### src/rtl/dma_w_arbiter.sv
// rtl/dma_w_arbiter.sv - round-robin arbiter sharing one DMA write channel between write aligners
module dma_w_arbiter #(
    parameter int N_MASTERS = 2,
    parameter int ADDR_W    = 32,
    parameter int DATA_W    = 32,
    parameter int LEN_W     = 8
) (
    input  logic                             clk,
    input  logic                             rst,
    input  logic [N_MASTERS-1:0]             m_valid,
    input  logic [N_MASTERS*ADDR_W-1:0]      m_addr,
    input  logic [N_MASTERS*DATA_W-1:0]      m_wdata,
    input  logic [N_MASTERS*(DATA_W/8)-1:0]  m_wstrb,
    input  logic [N_MASTERS*LEN_W-1:0]       m_len,
    output logic [N_MASTERS-1:0]             m_ready,
    output logic                             dma_w_valid,
    output logic [ADDR_W-1:0]                dma_w_addr,
    output logic [DATA_W-1:0]                dma_w_wdata,
    output logic [DATA_W/8-1:0]              dma_w_wstrb,
    output logic [LEN_W-1:0]                 dma_w_len,
    input  logic                             dma_w_ready,
    output logic [N_MASTERS-1:0]             grant,
    output logic                             busy
);

    localparam int STRB_W = DATA_W / 8;
    localparam int IDX_W  = (N_MASTERS > 1) ? $clog2(N_MASTERS) : 1;

    typedef enum logic {
        IDLE,
        BURST
    } state_t;

    state_t                 state;
    logic [IDX_W-1:0]       rr_ptr;
    logic [IDX_W-1:0]       winner;
    logic [N_MASTERS-1:0]   grant_q;
    logic [LEN_W-1:0]       len_q;
    logic [LEN_W-1:0]       beat_cnt;

    logic [ADDR_W-1:0]      addr_a [N_MASTERS];
    logic [DATA_W-1:0]      data_a [N_MASTERS];
    logic [STRB_W-1:0]      strb_a [N_MASTERS];
    logic [LEN_W-1:0]       len_a  [N_MASTERS];

    for (genvar g = 0; g < N_MASTERS; g++) begin : g_unpack
        assign addr_a[g] = m_addr[g*ADDR_W +: ADDR_W];
        assign data_a[g] = m_wdata[g*DATA_W +: DATA_W];
        assign strb_a[g] = m_wstrb[g*STRB_W +: STRB_W];
        assign len_a[g]  = m_len[g*LEN_W +: LEN_W];
    end

    // Rotate requests so bit 0 is the rr_ptr master, then take the first set bit.
    logic [2*N_MASTERS-1:0] req_ext;
    logic [N_MASTERS-1:0]   req_rot;
    logic [IDX_W-1:0]       pick_off;
    logic                   pick_found;
    logic [IDX_W:0]         pick_sum;
    logic [IDX_W-1:0]       pick;

    assign req_ext = {m_valid, m_valid} >> rr_ptr;
    assign req_rot = req_ext[N_MASTERS-1:0];

    always_comb begin
        pick_off   = '0;
        pick_found = 1'b0;
        for (int i = 0; i < N_MASTERS; i++) begin
            if (!pick_found && req_rot[i]) begin
                pick_off   = IDX_W'(i);
                pick_found = 1'b1;
            end
        end
    end

    always_comb begin
        pick_sum = {1'b0, rr_ptr} + {1'b0, pick_off};
        if (pick_sum >= (IDX_W+1)'(N_MASTERS)) begin
            pick_sum = pick_sum - (IDX_W+1)'(N_MASTERS);
        end
        pick = pick_sum[IDX_W-1:0];
    end

    logic [IDX_W-1:0] next_ptr;
    assign next_ptr = (winner == IDX_W'(N_MASTERS-1)) ? '0 : winner + 1'b1;

    always_comb begin
        dma_w_valid = 1'b0;
        dma_w_addr  = '0;
        dma_w_wdata = '0;
        dma_w_wstrb = '0;
        dma_w_len   = '0;
        m_ready     = '0;
        if (state == BURST) begin
            dma_w_valid = m_valid[winner];
            dma_w_addr  = addr_a[winner];
            dma_w_wdata = data_a[winner];
            dma_w_wstrb = strb_a[winner];
            dma_w_len   = len_q;
            m_ready     = grant_q & {N_MASTERS{dma_w_ready}};
        end
    end

    assign grant = grant_q;
    assign busy  = (state == BURST);

    logic hs;
    assign hs = (state == BURST) && dma_w_valid && dma_w_ready;

    always_ff @(posedge clk or negedge rst) begin
        if (!rst) begin
            state    <= IDLE;
            rr_ptr   <= '0;
            winner   <= '0;
            grant_q  <= '0;
            len_q    <= '0;
            beat_cnt <= '0;
        end else begin
            case (state)
                IDLE: begin
                    if (|m_valid) begin
                        winner   <= pick;
                        grant_q  <= N_MASTERS'(1) << pick;
                        len_q    <= len_a[pick];
                        beat_cnt <= len_a[pick];
                        state    <= BURST;
                    end
                end
                BURST: begin
                    // Burst owner keeps the channel through valid gaps; only a handshake advances.
                    if (hs) begin
                        if (beat_cnt != '0) begin
                            beat_cnt <= beat_cnt - 1'b1;
                        end else begin
                            grant_q <= '0;
                            rr_ptr  <= next_ptr;
                            state   <= IDLE;
                        end
                    end
                end
                default: state <= IDLE;
            endcase
        end
    end

endmodule

### config.mk
export PLATFORM = sky130hd
export DESIGN_NAME = dma_w_arbiter
export DESIGN_NICKNAME = d
export VERILOG_FILES = /design/src/rtl/dma_w_arbiter.sv
export SDC_FILE = /design/constraint.sdc
export NUM_CORES = 1
export LEC_CHECK = 0
export ABC_AREA = 1
export BUFFER_PORTS_ARGS = -buffer_cell sky130_fd_sc_hd__buf_4
export CAP_MARGIN = 25
export CORE_MARGIN = 10
export CORE_UTILIZATION = 33
export CTS_CLUSTER_DIAMETER = 200
export CTS_CLUSTER_SIZE = 14
export DETAILED_ROUTE_END_ITERATION = 7
export PLACE_DENSITY = 0.84
export SYNTH_ARGS = -nofsm -noshare
export SYNTH_HDL_FRONTEND = slang
export SYNTH_SLANG_ARGS = --single-unit
### constraint.sdc
create_clock -name clk -period 1.5 [get_ports clk]
set_clock_uncertainty 0.2 [all_clocks]
set_input_delay 0.15 -clock clk [delete_from_list [all_inputs] [get_ports clk]]
set_output_delay 0.15 -clock clk [all_outputs]
set_load 0.005 [all_outputs]
==> results.ini, run 1 <==
[place]
hpwl_mm = 10.9
gp_congestion = 0.886
portBuffers = 238
post-place-ws_ns = -0.0641
placed_cells = 771

[yosys]
syn_nets = 596
ys.warnings.count = 0
synth_seq_cells = 21
synthDistinctLibCells = 22
synthCells = 438
syn-cell-area_um2 = 2360
synth_area_per_cell_um2 = 5.39
seq_area_frac_synth = 0.223

[worst_setup_path]
slowest_stage = dfrtp_2
critPathMaxFanout = 21
start_kind = register
arrival_ns = 1.42
cp_slowest_stage_delay_ns = 0.46
reg2reg_depth = 9
crit_chain = buf_4 -> o21ai_0 -> nor2_1 -> buf_4
cp.required_ns = 1.15
r2r-end = grant[1]
endpoint_kind = primary output
r2r_slack_ns = -0.10
timing.rr.start = winner
worstSetupPathType = register to primary output
crit_top_cell = buf_4
cp-startpoint = winner

[worst_hold_path]
min_path_cells = 5
min-delay-start = m_len[2]
min_to = len_q[2]
hp-class = input pin to register

[pwr]
power.leakage_nw = 2.61
clkPwrFrac = 0.047
combPwrFrac = 0.824
power.internal_mw = 4.27
sw_frac_of_total = 0.467
max-vdd-ir-drop_mv = 0.924
power.density_nw_per_um2 = 1650
p_sw_mw = 3.73
seq_power_share = 0.130

[die]
core_um2 = 6870
initial_utilization = 0.344
rows = 30
ios = 239
die_area_um2 = 10900
die_h_um = 105
dieWidth_um = 105

[run_status]
outcome = complete, but fails checks
violations = setup timing

[clock_network]
h-tree-depth = 1
cts_tree = done
cts_buffers = 3
clock_latency_ns = 0.26
cts_buffer_depth = 2
path_clk_slew_ns = 0.08
clock_sinks = 21
cts_root_buffer = clkbuf_8

[global_routing]
grt_first_pass_wirelength_mm = 20.2
track_usage = 0.224
grt_pass1_vias = 3466
grt_overflow_total = 0
antenna_found_initial = 0
grt_max_degree = 56

[finish]
multi_input_area_um2 = 1830
drive_gt1_frac = 0.520
antenna_cells = 0
fill_cells = 560
final_cell_mix = buf_4 (259), nor2_1 (114), nand2_1 (69)
register_area_um2 = 528
finalNetCount = 849
stdcell_count = 786
syn_to_final_growth_pct = 106
finish.utilization = 0.708
layout_commonest_cell = buf_4

[timing]
fmax_mhz = 566
max_slew.worst_pin.slew_ns = 0.282
rsz0062_at_grt = true
setup_viol = 88
post-route-period-util = 1.18
final_hold_viol_count = 0
setup_slack_ns = -0.267
slew_violations = 0
min_period_ns = 1.77
maxSlewHeadroom = 0.812

[run]
drv_cap = 0

[route]
first_pass_iters = 6
routed-via-count = 3937
drt_wl_total_mm = 14.4
via_per_inst = 5.01
wl_per_cell_um = 18.3
wirelength_met1_mm = 5.19
wl_met3_mm = 1.07
highest_layer = met4
drc_errors = 0
met2_length_mm = 7.80
ant_nets = 0
drt_iter0_drc = 420

-- worst max path at each step --
stage | end | slack [ns] | cells past startpoint
2_1_floorplan | beat_cnt[7] | 0.01 | 7
3_3_place_gp | beat_cnt[7] | -0.02 | 8
3_5_place_dp | beat_cnt[3] | -0.06 | 8
4_1_cts | dma_w_wdata[14] | -0.21 | 5
5_1_grt | dma_w_addr[30] | -0.32 | 4
6_report | dma_w_addr[30] | -0.27 | 4
-- per-stage QoR --
step / TNS (ns) / total power [mW] / hold slack [ns] / area [um2]
3_5_place_dp: -0.472 / 6.58 / -0.145 / 4380
2_1_floorplan: 0 / 3.60 / -0.346 / 2360
5_1_grt: -18.79 / 8.67 / 0.0511 / 4860
3_3_place_gp: -0.127 / 6.48 / -0.151 / 4380
4_1_cts: -11.75 / 7.34 / 0.0317 / 4540
6_report: -12.11 / 8.00 / 0.0335 / 4860
-- layer usage --
| layer | GRT usage | up-vias |
|---|---|---|
| met3 | 0.0473 | 28 |
| met2 | 0.426 | 209 |
| met1 | 0.250 | 1814 |
| met4 | 0.0461 | 0 |
| li1 | - | 1886 |
| met5 | 0 | - |
-- synth_stat cells (all sizes together) --
library cell	instances	share of area
nor2	148	0.24
nand2	89	0.15
o21ai	76	0.17
inv	31	0.049
nand3	28	0.059
dfrtp	21	0.22
buf	15	0.037
clkbuf	13	0.021
nand3b	8	0.025
a21oi	4	0.013
or2	2	0.0053
clkinv	1	0.0016
ha	1	0.0053
nand4	1	0.0027
-- sequential cells by signal, indices dropped and copies added (netlist names) --
register / count
busy: 1
beat_cnt: 8
rr_ptr: 1
winner: 1
len_q: 8
grant: 2
-- worst max-delay path: cells and delay by family (launching register included) --
kind	cells	cell delay (ns)
AOI/OAI and AO/OA	1	0.25
buffers and inverters	2	0.36
DFF	1	0.46
and+or+nand+nor	1	0.08
-- power by group through the flow --
stage	Clock, mW	Sequential, mW	Combinational (mW)
finish	0.375	1.04	6.59
global placement	0	0.973	5.51
detailed placement	0	0.988	5.60
global route	0.418	1.06	7.19
floorplan	0	0.973	2.63
CTS	0.373	0.987	5.98
-- cell families (layout without fill, tap and decap cells) --
group,count (synthesis),after routing,synth area share
buffers and inverters,60,311,0.108
flip-flops,21,21,0.223
adder cells (fa/ha/maj),1,1,0.00530
AND/OR/NAND/NOR,276,277,0.480
AO/OA/AOI/OAI,80,80,0.184
-- area by class of cell --
| type | instances | share of cell area |
|---|---|---|
| Multi-Input combinational cell | 358 | 0.376 |
| Timing Repair Buffer | 275 | 0.454 |
| Clock buffer | 3 | 0.00849 |
| Sequential cell | 21 | 0.109 |
| Clock inverter | 1 | 0.00103 |
| Inverter | 32 | 0.0273 |
| Tap cell | 96 | 0.0247 |
-- repair_timing --
action | in CTS | in global routing
cloned | 2 | 3
pin swaps | 5 | 15
buffers inserted | 4 | 4
hold endpoints to repair | 21 | 0
resized for setup | 12 | 97
setup endpoints to repair | 80 | 90
hold buffers | 1 | 0
(Power assumes the default switching activity.)
==> inputs of run 2 (changes only) <==
--- a/config.mk
+++ b/config.mk
@@ -13,7 +13,7 @@
 export CTS_CLUSTER_DIAMETER = 200
 export CTS_CLUSTER_SIZE = 14
 export DETAILED_ROUTE_END_ITERATION = 7
-export PLACE_DENSITY = 0.84
+export PLACE_DENSITY = 0.78
 export SYNTH_ARGS = -nofsm -noshare
 export SYNTH_HDL_FRONTEND = slang
 export SYNTH_SLANG_ARGS = --single-unit
==> results.ini, run 2 (synthesis gave the netlist of run 1 again) <==
[global_routing]
track_usage = 0.228
antenna_found_initial = 0
grt_first_pass_wirelength_mm = 20.7
grt_overflow_total = 0
grt_max_degree = 68
grt_pass1_vias = 3680

[pwr]
power.leakage_nw = 2.65
power.density_nw_per_um2 = 1620
power_mw = 8.05
max-vdd-ir-drop_mv = 1.14

[place]
portBuffers = 238
placed_cells = 770
dpl-instance-area_um2 = 4380
hpwl_mm = 11.0
gp_congestion = 0.922

[worst_setup_path]
arrival_ns = 1.44
start_kind = register
critPathMaxFanout = 33
endpoint_kind = primary output
worstSetupPathType = register to primary output
cp.required_ns = 1.15

[timing]
rsz0062_at_grt = true
setup_viol = 95
fin_hold_ws_ns = 0.0248
setup_slack_ns = -0.285
maxSlewHeadroom = 0.799
post-route-period-util = 1.19
max_slew.worst_pin.slew_ns = 0.300
final_hold_viol_count = 0
min_period_ns = 1.79
fmax_mhz = 560
slew_violations = 0

[die]
initial_utilization = 0.344
rows = 30
ios = 239
core_um2 = 6870
die_h_um = 105
dieWidth_um = 105
die_area_um2 = 10900

[finish]
multi_input_area_um2 = 1790
layout_commonest_cell = buf_4
postLayoutCellArea_um2 = 4950
antenna_cells = 0
register_area_um2 = 528
drive_gt1_frac = 0.496
final_cell_mix = buf_4 (255), nor2_1 (139), nand2_1 (67)
syn_to_final_growth_pct = 110
fill_cells = 580
finalNetCount = 852
stdcell_count = 789

[run_status]
outcome = complete, but fails checks
violations = setup timing

[clock_network]
h-tree-depth = 1
cts_buffer_depth = 2
clock_sinks = 21
cts_tree = done
path_clk_slew_ns = 0.09
cts_root_buffer = clkbuf_8
clock_latency_ns = 0.27
cts_buffers = 3

[route]
routed-via-count = 3886
drt_iter0_drc = 319
ant_nets = 0
drc_errors = 0
drt_wl_total_mm = 14.6
first_pass_iters = 4
via_per_inst = 4.93
wl_per_cell_um = 18.5

[worst_hold_path]
hp-class = input pin to register

[run]
drv_cap = 0

run 2: repair_timing:
action                                 in CTS  in global routing
hold buffers                                2                  0
resized for setup                          21                 91
cloned                                      1                  7
endpoints found under the hold margin      22                  0
pin swaps                                   6                  7
buffers inserted                            4                  3
setup endpoints to repair                  84                 96
run 2: final cells by class:
cell class	count	area share
flip-flops and latches	21	0.107
clock buffers	3	0.00834
multi-input cells	357	0.361
clock inverters	1	0.00101
well taps	96	0.0242
inverters	32	0.0288
repair buffers	279	0.470
run 2: power by group:
part | internal, mW | leakage, nW | switching [mW]
Clock | 0.186 | 0.0255 | 0.212
Sequential | 0.819 | 0.259 | 0.232
Combinational | 3.33 | 2.37 | 3.27
Total | 4.34 | 2.65 | 3.71
run 2: layer usage:
layer  GRT usage  routed length (um)  share of wire  vias up
met4      0.0755                 369          0.025        0
li1            -                   -              -     1896
met5           0                   0              0        -
met2       0.414                7830           0.54      176
met3      0.0559                1010          0.069       26
met1       0.253                5420           0.37     1788
run 2: final timing paths:
check / start / endpoint / slack, ns / cells after the start
worst max-delay path: winner / dma_w_wstrb[1] / -0.29 / 4
worst min-delay path: m_len[5] / len_q[5] / 0.02 / 5
worst max register to register: beat_cnt[4] / beat_cnt[7] / -0.14 / 8
worst min register to register: len_q[0] / len_q[0] / 0.31 / 2
max in group asynchronous: rst / busy / 0.75 / 2
min in group asynchronous: rst / len_q[1] / 0.09 / 2
run 2: worst max-delay path, cell delays in order, from the launching register on:
cell and delay [ns]:
dfrtp_2 0.50, clkbuf_16 0.24, o21ai_0 0.21, nor2_1 0.08, buf_4 0.14
run 2: stage by stage:
stage | TNS [ns] | utilization | setup WS [ns]
3_5_place_dp | -0.589 | 0.638 | -0.0757
5_1_grt | -22.93 | 0.721 | -0.313
6_report | -16.53 | 0.721 | -0.285
4_1_cts | -12.50 | 0.662 | -0.221
3_3_place_gp | -0.154 | 0.638 | -0.0256
2_1_floorplan | 0 | - | 0.00964
